--- src/rtl/bus_master_port.sv ---
// Master-side bus initiator: takes one core command, arbitrates for the bus,
// serialises address/write data or collects read data, then answers the core.
module bus_master_port #(
    parameter int ADDR_WIDTH = 12,
    parameter int DATA_WIDTH = 8,
    parameter int TIMEOUT    = 255
) (
    input  logic                  clk,
    input  logic                  rst,
    input  logic                  cmd_valid,
    output logic                  cmd_ready,
    input  logic                  cmd_write,
    input  logic [1:0]            cmd_slave,
    input  logic [ADDR_WIDTH-1:0] cmd_addr,
    input  logic [DATA_WIDTH-1:0] cmd_wdata,
    output logic                  rsp_valid,
    output logic [DATA_WIDTH-1:0] rsp_rdata,
    output logic                  rsp_error,
    output logic                  m_request,
    output logic [1:0]            m_slave_sel,
    input  logic                  m_grant,
    output logic                  bus_valid,
    output logic                  bus_mode,
    output logic                  bus_wdata,
    input  logic                  bus_rdata,
    input  logic                  slave_ready
);

    localparam int SW   = ADDR_WIDTH + DATA_WIDTH;
    localparam int MAXW = (ADDR_WIDTH > DATA_WIDTH) ? ADDR_WIDTH : DATA_WIDTH;
    localparam int BW   = $clog2(MAXW + 1);

    localparam logic [BW-1:0] ADDR_LAST = BW'(ADDR_WIDTH - 1);
    localparam logic [BW-1:0] DATA_LAST = BW'(DATA_WIDTH - 1);
    localparam logic [7:0]    TO_LAST   = 8'(TIMEOUT - 1);

    typedef enum logic [2:0] {
        IDLE, REQ, ADDR, WDATA, ACKWAIT, RWAIT, RDATA, DONE
    } state_t;

    state_t                  state_q,       state_d;
    logic [7:0]              cnt_q,         cnt_d;
    logic [BW-1:0]           bit_cnt_q,     bit_cnt_d;
    logic [SW-1:0]           sh_q,          sh_d;
    logic                    cmd_ready_q,   cmd_ready_d;
    logic                    rsp_valid_q,   rsp_valid_d;
    logic [DATA_WIDTH-1:0]   rsp_rdata_q,   rsp_rdata_d;
    logic                    rsp_error_q,   rsp_error_d;
    logic                    m_request_q,   m_request_d;
    logic [1:0]              m_slave_sel_q, m_slave_sel_d;
    logic                    bus_valid_q,   bus_valid_d;
    logic                    bus_mode_q,    bus_mode_d;
    logic                    bus_wdata_q,   bus_wdata_d;

    logic                    finish;
    logic                    finish_err;
    logic [DATA_WIDTH-1:0]   rd_word;

    always_comb begin
        state_d       = state_q;
        cnt_d         = cnt_q;
        bit_cnt_d     = bit_cnt_q;
        sh_d          = sh_q;
        cmd_ready_d   = cmd_ready_q;
        rsp_valid_d   = rsp_valid_q;
        rsp_rdata_d   = rsp_rdata_q;
        rsp_error_d   = rsp_error_q;
        m_request_d   = m_request_q;
        m_slave_sel_d = m_slave_sel_q;
        bus_valid_d   = bus_valid_q;
        bus_mode_d    = bus_mode_q;
        bus_wdata_d   = bus_wdata_q;
        finish        = 1'b0;
        finish_err    = 1'b0;
        rd_word       = '0;

        case (state_q)
            IDLE: begin
                if (cmd_valid) begin
                    state_d       = REQ;
                    cmd_ready_d   = 1'b0;
                    m_request_d   = 1'b1;
                    m_slave_sel_d = cmd_slave;
                    bus_mode_d    = cmd_write;
                    sh_d          = {cmd_addr, cmd_wdata};
                    cnt_d         = '0;
                end
            end

            REQ: begin
                if (m_grant) begin
                    state_d     = ADDR;
                    bus_valid_d = 1'b1;
                    bus_wdata_d = sh_q[SW-1];
                    sh_d        = {sh_q[SW-2:0], 1'b0};
                    bit_cnt_d   = '0;
                end else if (cnt_q == TO_LAST) begin
                    finish     = 1'b1;
                    finish_err = 1'b1;
                end else begin
                    cnt_d = cnt_q + 8'd1;
                end
            end

            // Address and write data sit back to back in sh_q, so the first
            // data bit is already at the top when the address phase ends.
            ADDR: begin
                if (!m_grant) begin
                    finish     = 1'b1;
                    finish_err = 1'b1;
                end else if (bit_cnt_q == ADDR_LAST) begin
                    if (bus_mode_q) begin
                        state_d     = WDATA;
                        bus_wdata_d = sh_q[SW-1];
                        sh_d        = {sh_q[SW-2:0], 1'b0};
                        bit_cnt_d   = '0;
                    end else begin
                        state_d     = RWAIT;
                        bus_valid_d = 1'b0;
                        bus_wdata_d = 1'b0;
                        cnt_d       = '0;
                    end
                end else begin
                    bit_cnt_d   = bit_cnt_q + 1'b1;
                    bus_wdata_d = sh_q[SW-1];
                    sh_d        = {sh_q[SW-2:0], 1'b0};
                end
            end

            WDATA: begin
                if (!m_grant) begin
                    finish     = 1'b1;
                    finish_err = 1'b1;
                end else if (bit_cnt_q == DATA_LAST) begin
                    state_d     = ACKWAIT;
                    bus_valid_d = 1'b0;
                    bus_wdata_d = 1'b0;
                    cnt_d       = '0;
                end else begin
                    bit_cnt_d   = bit_cnt_q + 1'b1;
                    bus_wdata_d = sh_q[SW-1];
                    sh_d        = {sh_q[SW-2:0], 1'b0};
                end
            end

            ACKWAIT: begin
                if (!m_grant) begin
                    finish     = 1'b1;
                    finish_err = 1'b1;
                end else if (slave_ready) begin
                    finish = 1'b1;
                end else if (cnt_q == TO_LAST) begin
                    finish     = 1'b1;
                    finish_err = 1'b1;
                end else begin
                    cnt_d = cnt_q + 8'd1;
                end
            end

            RWAIT: begin
                if (!m_grant) begin
                    finish     = 1'b1;
                    finish_err = 1'b1;
                end else if (slave_ready) begin
                    state_d   = RDATA;
                    bit_cnt_d = '0;
                end else if (cnt_q == TO_LAST) begin
                    finish     = 1'b1;
                    finish_err = 1'b1;
                end else begin
                    cnt_d = cnt_q + 8'd1;
                end
            end

            // The now idle address shifter doubles as the read deserialiser.
            RDATA: begin
                if (!m_grant) begin
                    finish     = 1'b1;
                    finish_err = 1'b1;
                end else begin
                    sh_d = {sh_q[SW-2:0], bus_rdata};
                    if (bit_cnt_q == DATA_LAST) begin
                        finish  = 1'b1;
                        rd_word = {sh_q[DATA_WIDTH-2:0], bus_rdata};
                    end else begin
                        bit_cnt_d = bit_cnt_q + 1'b1;
                    end
                end
            end

            DONE: begin
                state_d     = IDLE;
                cmd_ready_d = 1'b1;
                rsp_valid_d = 1'b0;
                rsp_error_d = 1'b0;
                rsp_rdata_d = '0;
            end

            default: state_d = IDLE;
        endcase

        if (finish) begin
            state_d       = DONE;
            rsp_valid_d   = 1'b1;
            rsp_error_d   = finish_err;
            rsp_rdata_d   = finish_err ? '0 : rd_word;
            m_request_d   = 1'b0;
            m_slave_sel_d = 2'b00;
            bus_valid_d   = 1'b0;
            bus_wdata_d   = 1'b0;
            bus_mode_d    = 1'b0;
        end
    end

    always_ff @(posedge clk or negedge rst) begin
        if (!rst) begin
            state_q       <= IDLE;
            cnt_q         <= '0;
            bit_cnt_q     <= '0;
            sh_q          <= '0;
            cmd_ready_q   <= 1'b1;
            rsp_valid_q   <= 1'b0;
            rsp_rdata_q   <= '0;
            rsp_error_q   <= 1'b0;
            m_request_q   <= 1'b0;
            m_slave_sel_q <= 2'b00;
            bus_valid_q   <= 1'b0;
            bus_mode_q    <= 1'b0;
            bus_wdata_q   <= 1'b0;
        end else begin
            state_q       <= state_d;
            cnt_q         <= cnt_d;
            bit_cnt_q     <= bit_cnt_d;
            sh_q          <= sh_d;
            cmd_ready_q   <= cmd_ready_d;
            rsp_valid_q   <= rsp_valid_d;
            rsp_rdata_q   <= rsp_rdata_d;
            rsp_error_q   <= rsp_error_d;
            m_request_q   <= m_request_d;
            m_slave_sel_q <= m_slave_sel_d;
            bus_valid_q   <= bus_valid_d;
            bus_mode_q    <= bus_mode_d;
            bus_wdata_q   <= bus_wdata_d;
        end
    end

    assign cmd_ready   = cmd_ready_q;
    assign rsp_valid   = rsp_valid_q;
    assign rsp_rdata   = rsp_rdata_q;
    assign rsp_error   = rsp_error_q;
    assign m_request   = m_request_q;
    assign m_slave_sel = m_slave_sel_q;
    assign bus_valid   = bus_valid_q;
    assign bus_mode    = bus_mode_q;
    assign bus_wdata   = bus_wdata_q;

endmodule

--- config.mk ---
export PLATFORM = sky130hd
export DESIGN_NAME = bus_master_port
export DESIGN_NICKNAME = d
export VERILOG_FILES = /design/src/rtl/bus_master_port.sv
export SDC_FILE = /design/constraint.sdc
export NUM_CORES = 1
export LEC_CHECK = 0
export CAP_MARGIN = 15
export CORE_ASPECT_RATIO = 0.5
export CORE_MARGIN = 8
export CORE_UTILIZATION = 41
export CTS_CLUSTER_SIZE = 30
export DETAILED_ROUTE_END_ITERATION = 10
export GPL_TIMING_DRIVEN = 0
export PLACE_DENSITY = 0.61
export SLEW_MARGIN = 20
export SYNTH_ARGS = -nofsm -noshare
export SYNTH_HDL_FRONTEND = slang
export SYNTH_SLANG_ARGS = --single-unit
--- constraint.sdc ---
create_clock -name clk -period 3.03 [get_ports clk]
set_input_delay 0.606 -clock clk [delete_from_list [all_inputs] [get_ports clk]]
set_output_delay 0.606 -clock clk [all_outputs]
set_load 0.01 [all_outputs]
==> out/metrics.yaml <==
outcome: "complete, no violations"
worst_path_largest_cell_delay_ns: 0.61
skew_ns: 0.00636
critPathArrivalTime_ns: 2.60
finalSetupViolations: 0
synthSimpleGateAreaFrac_pct: 14.4
multi_input_area_mm2: 0.00145
cts_setup_buffers: 0
path_cells: "clkdlybuf4s50_1 -> or2b_1 -> o21ai_0 -> a311o_1 -> nor2_1 -> o21ai_0"
ir_drop_uv: 405
final_max_slew_viol_count: 0
drv_cap: 0
die_h_um: 75.3
drt-total-wl_um: 6940
routedWlPerCell_um: 16.6
synth_fa_ha_area_share_pct: 1.30
slew_headroom_pct: 40.0
viasPerCell: 5.55
cp_max_fo: 9
yosysSeqAreaShare_pct: 45.1
period_needed_ns: 2.47
syn_area_per_cell_um2: 10.5
cts_hold_buf: 0
crit_path_frequent_cell: "o21ai_0"
worst_slack_ns: 0.561
cts.clk_slew.worst_paths_ns: 0.07
synth_top_family_by_area: "compound AO/OA/AOI/OAI gates"
setup_tns_ns: 0
grt_first_pass_wirelength_um: 11700
h-tree-depth: 2
startpoint_type: "input port"
antenna_found_initial: 0
fillers: 586
p_total_mw: 3.37
vias: 2325
drive_gt1_share_pct: 14.1
power.leakage_nw: 1.50
r2r-end: "state_q[1]"
diodes: 0
clockBufferDepth: 2
hold_viol_final: 0
synth_compound_area_share_pct: 18.0
dr.pass1.iters: 4
worstPathRequired_ns: 3.16
yosysTopAreaCell: "dfrtp_1"
reg2reg_from: "cnt_q[0]"
worst-slew-pin-transition_ns: 0.893
yosysMostFrequentCell: "dfrtp_1"
cts_root_buffer: "clkbuf_16"
area_delta_synth_final_pct: 24.6
cts_resized: 0
synth.cell_area_mm2: 0.00289
grt_max_degree: 53
hold_path_class: "input port to asynchronous set/reset pin"
portBuffers: 45
first_iter_violations: 184
muxShareOfSynthArea_pct: 16.7
post-route-util_pct: 53.2
p_per_area_mw_per_mm2: 939
cts_tree: "done"
ys_ff_latch: 52
crit_path_end_kind: "register"
synth-xor-area-share_pct: 0
synth_top_cells_by_count: "dfrtp_1 (51), mux2_1 (26), nand2_1 (26)"
maxClockFrequency_ghz: 0.405
cts_buffers: 5
syn-num-nets: 306
initial_core_util_pct: 42.7
yosys.cell_types.count: 58
fin_crit_sh_pct: 81.5
drc: 0
rows: 21
synthFlopType: "dfrtp_1"
dieArea_mm2: 0.0101
gp_congestion: 0.894
ioPinCount: 46
dpl.hpwl_um: 5070
fin_hold_ws_ns: 0.347
ant_nets: 0
synthArstFlopShare_pct: 100
ff2ff_setup_slack_ns: 0.64
fp.coreArea_mm2: 0.00675
worstSetupPathType: "input port to register"
cts_sinks: 52
die_w_um: 135
synth.area.top_cells: "dfrtp_1 (44%), mux2_1 (10%), mux2_2 (5.5%), nand2_1 (3.4%), a32o_1 (2.4%)"
worst_skew_pair.late_latency_ns: 0.29
grt_pass1_vias: 2356
slowest_stage: "clkdlybuf4s50_1"
place_ws_ns: 0.287
regArea_mm2: 0.00130
overflow: 0
synth_top_cell_area_share_pct: 44.2
rr_worst_depth: 7
yosys_warnings: 0
finalNetCount: 358
synth_cells: 274
synth-edff-count: 0
grt.total_usage_pct: 14.4
rsz0062_at_grt: "no"
-- where the power goes --
group | switching [mW] | internal [mW]
sequential | 0.158 | 0.944
combinational | 0.898 | 0.805
clock | 0.261 | 0.308
-- area by class of cell --
| cell class | instances | share of cell area, % |
|---|---|---|
| plain buffers | 17 | 2.75 |
| multi-input cells | 197 | 40.4 |
| well taps | 92 | 3.20 |
| flip-flops and latches | 52 | 36.2 |
| clock buffers | 5 | 3.48 |
| clock inverters | 3 | 0.592 |
| inverters | 8 | 0.835 |
| repair buffers | 45 | 12.5 |
-- worst max path at each step --
stage / start / to / slack (ns) / cells after the start
6_report: m_grant / state_q[1] / 0.56 / 6
5_1_grt: m_grant / state_q[1] / 0.42 / 6
4_1_cts: m_grant / state_q[1] / 0.55 / 6
3_5_place_dp: m_grant / state_q[1] / 0.29 / 6
3_3_place_gp: rst / sh_q[10] / -0.20 / 1
2_1_floorplan: cnt_q[0] / state_q[0] / 1.05 / 8
-- kinds of logic after synthesis --
| family | Yosys count |
|---|---|
| AOI/OAI and AO/OA | 71 |
| and+or+nand+nor | 80 |
| adders and majority gates | 3 |
| buffers and inverters | 25 |
| muxes | 43 |
| DFF | 52 |
-- per-stage QoR --
| step | instances | instance area (um^2) |
|---|---|---|
| detailed placement | 411 | 3450 |
| floorplan | 274 | 2890 |
| CTS | 419 | 3590 |
| finish | 419 | 3590 |
| global placement | 411 | 3450 |
| global route | 419 | 3590 |
-- cell usage in the layout, fill, tap and decap left out, types with 2 or more instances in the layout --
cell type / synthesis / routed
and3_1: 2 / 2
buf_6: 2 / 2
dfrtp_1: 51 / 51
nor3_1: 3 / 3
mux2_1: 26 / 26
o31ai_1: 4 / 4
o22ai_1: 3 / 3
mux2_2: 14 / 14
inv_1: 7 / 7
o31a_1: 2 / 2
buf_1: 2 / 2
nand2b_1: 5 / 5
o21ai_1: 7 / 7
nand4_1: 3 / 3
a211oi_1: 3 / 3
nand3_1: 10 / 10
o21ai_0: 11 / 11
buf_4: 2 / 3
a21oi_1: 9 / 9
ha_1: 3 / 3
o22a_1: 3 / 3
nor2_1: 14 / 14
clkbuf_16: 0 / 5
a41oi_1: 2 / 2
nor2b_1: 2 / 2
a31oi_1: 5 / 5
clkdlybuf4s50_1: 0 / 44
o21a_1: 3 / 3
o32ai_1: 3 / 3
mux2i_1: 3 / 3
buf_2: 10 / 10
a32o_1: 7 / 7
nand2_1: 26 / 26
-- routing by layer --
metal / vias up / GRT usage (%) / wire length, um
li1: 1129 / - / -
met1: 1131 / 18.3 / 3340
met2: 58 / 23.9 / 3200
met3: 7 / 3.68 / 340
met4: 0 / 4.44 / 61
met5: - / 0 / 0
-- critical path, delay by kind of cell --
| kind | cells | cell delay, ns |
|---|---|---|
| buffers and inverters | 1 | 0.61 |
| AND/OR/NAND/NOR | 2 | 0.72 |
| AO/OA/AOI/OAI | 3 | 0.65 |
-- flip-flops by register name, summed over array words and instances (netlist names) --
signal	count
bit_cnt_q	4
bus_mode	1
bus_valid	1
bus_wdata	1
cmd_ready	1
cnt_q	8
m_request	1
m_slave_sel	2
rsp_error	1
rsp_rdata	8
rsp_valid	1
sh_q	20
state_q	3
No activity file was read; power rests on OpenSTA's default activity.
==> patch (same flow settings) <==
Take the reset off `sh_q` and `rsp_rdata_q` and load them in a clocked block of their own.
--- a/src/rtl/bus_master_port.sv
+++ b/src/rtl/bus_master_port.sv
@@ -218,8 +218,6 @@
             cnt_q         <= '0;
             bit_cnt_q     <= '0;
-            sh_q          <= '0;
             cmd_ready_q   <= 1'b1;
             rsp_valid_q   <= 1'b0;
-            rsp_rdata_q   <= '0;
             rsp_error_q   <= 1'b0;
             m_request_q   <= 1'b0;
@@ -232,8 +230,6 @@
             cnt_q         <= cnt_d;
             bit_cnt_q     <= bit_cnt_d;
-            sh_q          <= sh_d;
             cmd_ready_q   <= cmd_ready_d;
             rsp_valid_q   <= rsp_valid_d;
-            rsp_rdata_q   <= rsp_rdata_d;
             rsp_error_q   <= rsp_error_d;
             m_request_q   <= m_request_d;
@@ -243,4 +239,9 @@
             bus_wdata_q   <= bus_wdata_d;
         end
+    end
+
+    always_ff @(posedge clk) begin
+        sh_q        <= sh_d;
+        rsp_rdata_q <= rsp_rdata_d;
     end
 
Behaviour: no difference found for any inputs over 10 cycles, from zero or initial values and one cycle with rst low; that may be too few to reach the edited logic, so the function may still have changed.
==> patch against the original RTL <==
Design area shrank 5.2%; power shrank 1.7%; synthesized area decreased by 7.1%; sequential cell count unchanged; sequential share of layout area increased by 6.1 points; die area down 5.9%; worst setup slack worse by 0.30 ns; wire length down 13%; critical endpoint is now rsp_rdata[4]$_SDFFCE_PP0P_; largest power group unchanged.
==> patch: results (changes against the original RTL) <==
Reg2Reg Setup Slack=0.57 ns (was 0.64 ns); CP peak stage delay=0.42 ns (was 0.61 ns); Worst-Margin Slew=0.734 ns (was 0.893 ns); met2 routed WL=2900 um (was 3200 um); clock tree buffer depth=2 (unchanged); Clock Root Buffer=clkbuf_16 (unchanged); Num CTS Buffers=5 (unchanged); Area contributors post-synth=edfxtp_1, dfrtp_1, mux2_2 (was dfrtp_1, mux2_1, mux2_2); dpl cells=370 (was 411); Hold Slack=0.296 ns (was 0.347 ns); Top reg by flops=sh_q (unchanged); Total GRT Usage=12.9% (was 14.4%); Hold Crit Class=input pin to asynchronous set/reset pin (unchanged); CP Data Arrival Time=2.71 ns (was 2.60 ns); routed wl met3=327 um (was 340 um); hpwl dp=4440 um (was 5070 um); number of synthesized flops with an enable pin=28 (was 0); PortBufs=45 (unchanged); met1 Use GR=16.1% (was 18.3%); RR Startpoint=state_q[1]$_DFFE_PN0P_ (was cnt_q[0]$_DFFE_PN0P_); reg2reg end=rsp_rdata[4]$_SDFFCE_PP0P_ (was state_q[1]$_DFFE_PN0P_); vias post-DR=2048 (was 2325); Setup WS pre-CTS=-0.170 ns (was 0.287 ns); Crit Path Max Fanout=10 (was 9); first-pass GRT wire length=9870 um (was 11700 um); synth cell count leaders=edfxtp_1, dfrtp_1, mux2_2, nor2_1 (was dfrtp_1, mux2_1, nand2_1, mux2_2, nor2_1); placement-stage cell area=0.00326 mm2 (was 0.00345 mm2); Unique masters post-synth=57 (was 58); Pleak=0.00132 uW (was 0.00150 uW); DRT iter0 DRCs=180 (was 184); layout cells sized above 1=15.9% (was 14.1%); peak supply drop=0.375 mV (was 0.405 mV); Avg WL per Cell=16.0 um (was 16.6 um); largest net degree at the start of global routing=25 (was 53); max FFs per register=20 (unchanged); Fin Clk Skew=0.00622 ns (was 0.00636 ns); status=finished clean (unchanged); PostCTS Resize Cnt=0 (unchanged); Slowest-stage cell, CP=clkdlybuf4s50_1 (unchanged); Main synth FF type=edfxtp_1 (was dfrtp_1); Mean Syn Cell Area=11.4 um2 (was 10.5 um2); Synth Warn #=0 (unchanged); met3 Use GR=3.35% (was 3.68%); met1 wire length=2790 um (was 3340 um); Initial DRT Pass Iterations=4 (unchanged); Synth Net Count=268 (was 306); vias per cell=5.42 (was 5.55); routability cong.=0.851 (was 0.894); H-tree depth=2 (unchanged); post-synthesis sequential area ratio=53.8% (was 45.1%); # nets final=321 (was 358); GR met2 Demand/Resource=21.8% (was 23.9%); FFs w/ async S/R, synth=46.2% (was 100%)
patch: changes by cell type after synthesis, sizes merged, moves of 7 or more:
cell	delta
dfrtp	-28
edfxtp	+28
mux2	-21
nand2	-13
and2	+8
a32o	-7
buf	-7
patch: worst max-delay path by stage:
stage / from / to / slack [ns] / depth (start not counted)
2_1_floorplan: state_q[0]$_DFFE_PN0P_ / sh_q[0]$_DFFE_PP_ / 0.29 / 4
3_3_place_gp: cmd_valid / sh_q[13]$_DFFE_PP_ / -0.71 / 3
3_5_place_dp: m_grant / rsp_rdata[4]$_SDFFCE_PP0P_ / -0.17 / 8
4_1_cts: m_grant / rsp_rdata[4]$_SDFFCE_PP0P_ / 0.11 / 8
5_1_grt: m_grant / rsp_rdata[5]$_SDFFCE_PP0P_ / 0.08 / 8
6_report: m_grant / rsp_rdata[4]$_SDFFCE_PP0P_ / 0.26 / 8
patch: logic make-up (layout without fill, tap and decap cells):
kind of cell,Yosys count,in the layout,synth area share (%)
AOI/OAI and AO/OA,62,62,16.3
DFF,52,52,53.8
buffers and inverters,21,75,3.50
muxes,25,25,10.2
and+or+nand+nor,73,73,14.8
adders and majority gates,3,3,1.40
patch: power breakdown:
part / switching, uW / internal [uW]
clock network: 249 / 308
logic: 802 / 706
registers: 130 / 1120
total: 1180 / 2140
patch: cell type report:
cell class,instances,area (um2)
fill,580,2800
sequential,52,1440
multi-input combinational,163,1150
timing repair buffer,46,460
clock buffer,5,125
tap,88,110
buffer,12,60.1
inverter,9,33.8
clock inverter,3,21.3
patch: critical path: cells and delay by family:
kind                   cells  cell delay (ns)
and+or+nand+nor            2             0.62
buffers and inverters      3             0.83
AOI/OAI and AO/OA          2             0.51
muxes                      1             0.13
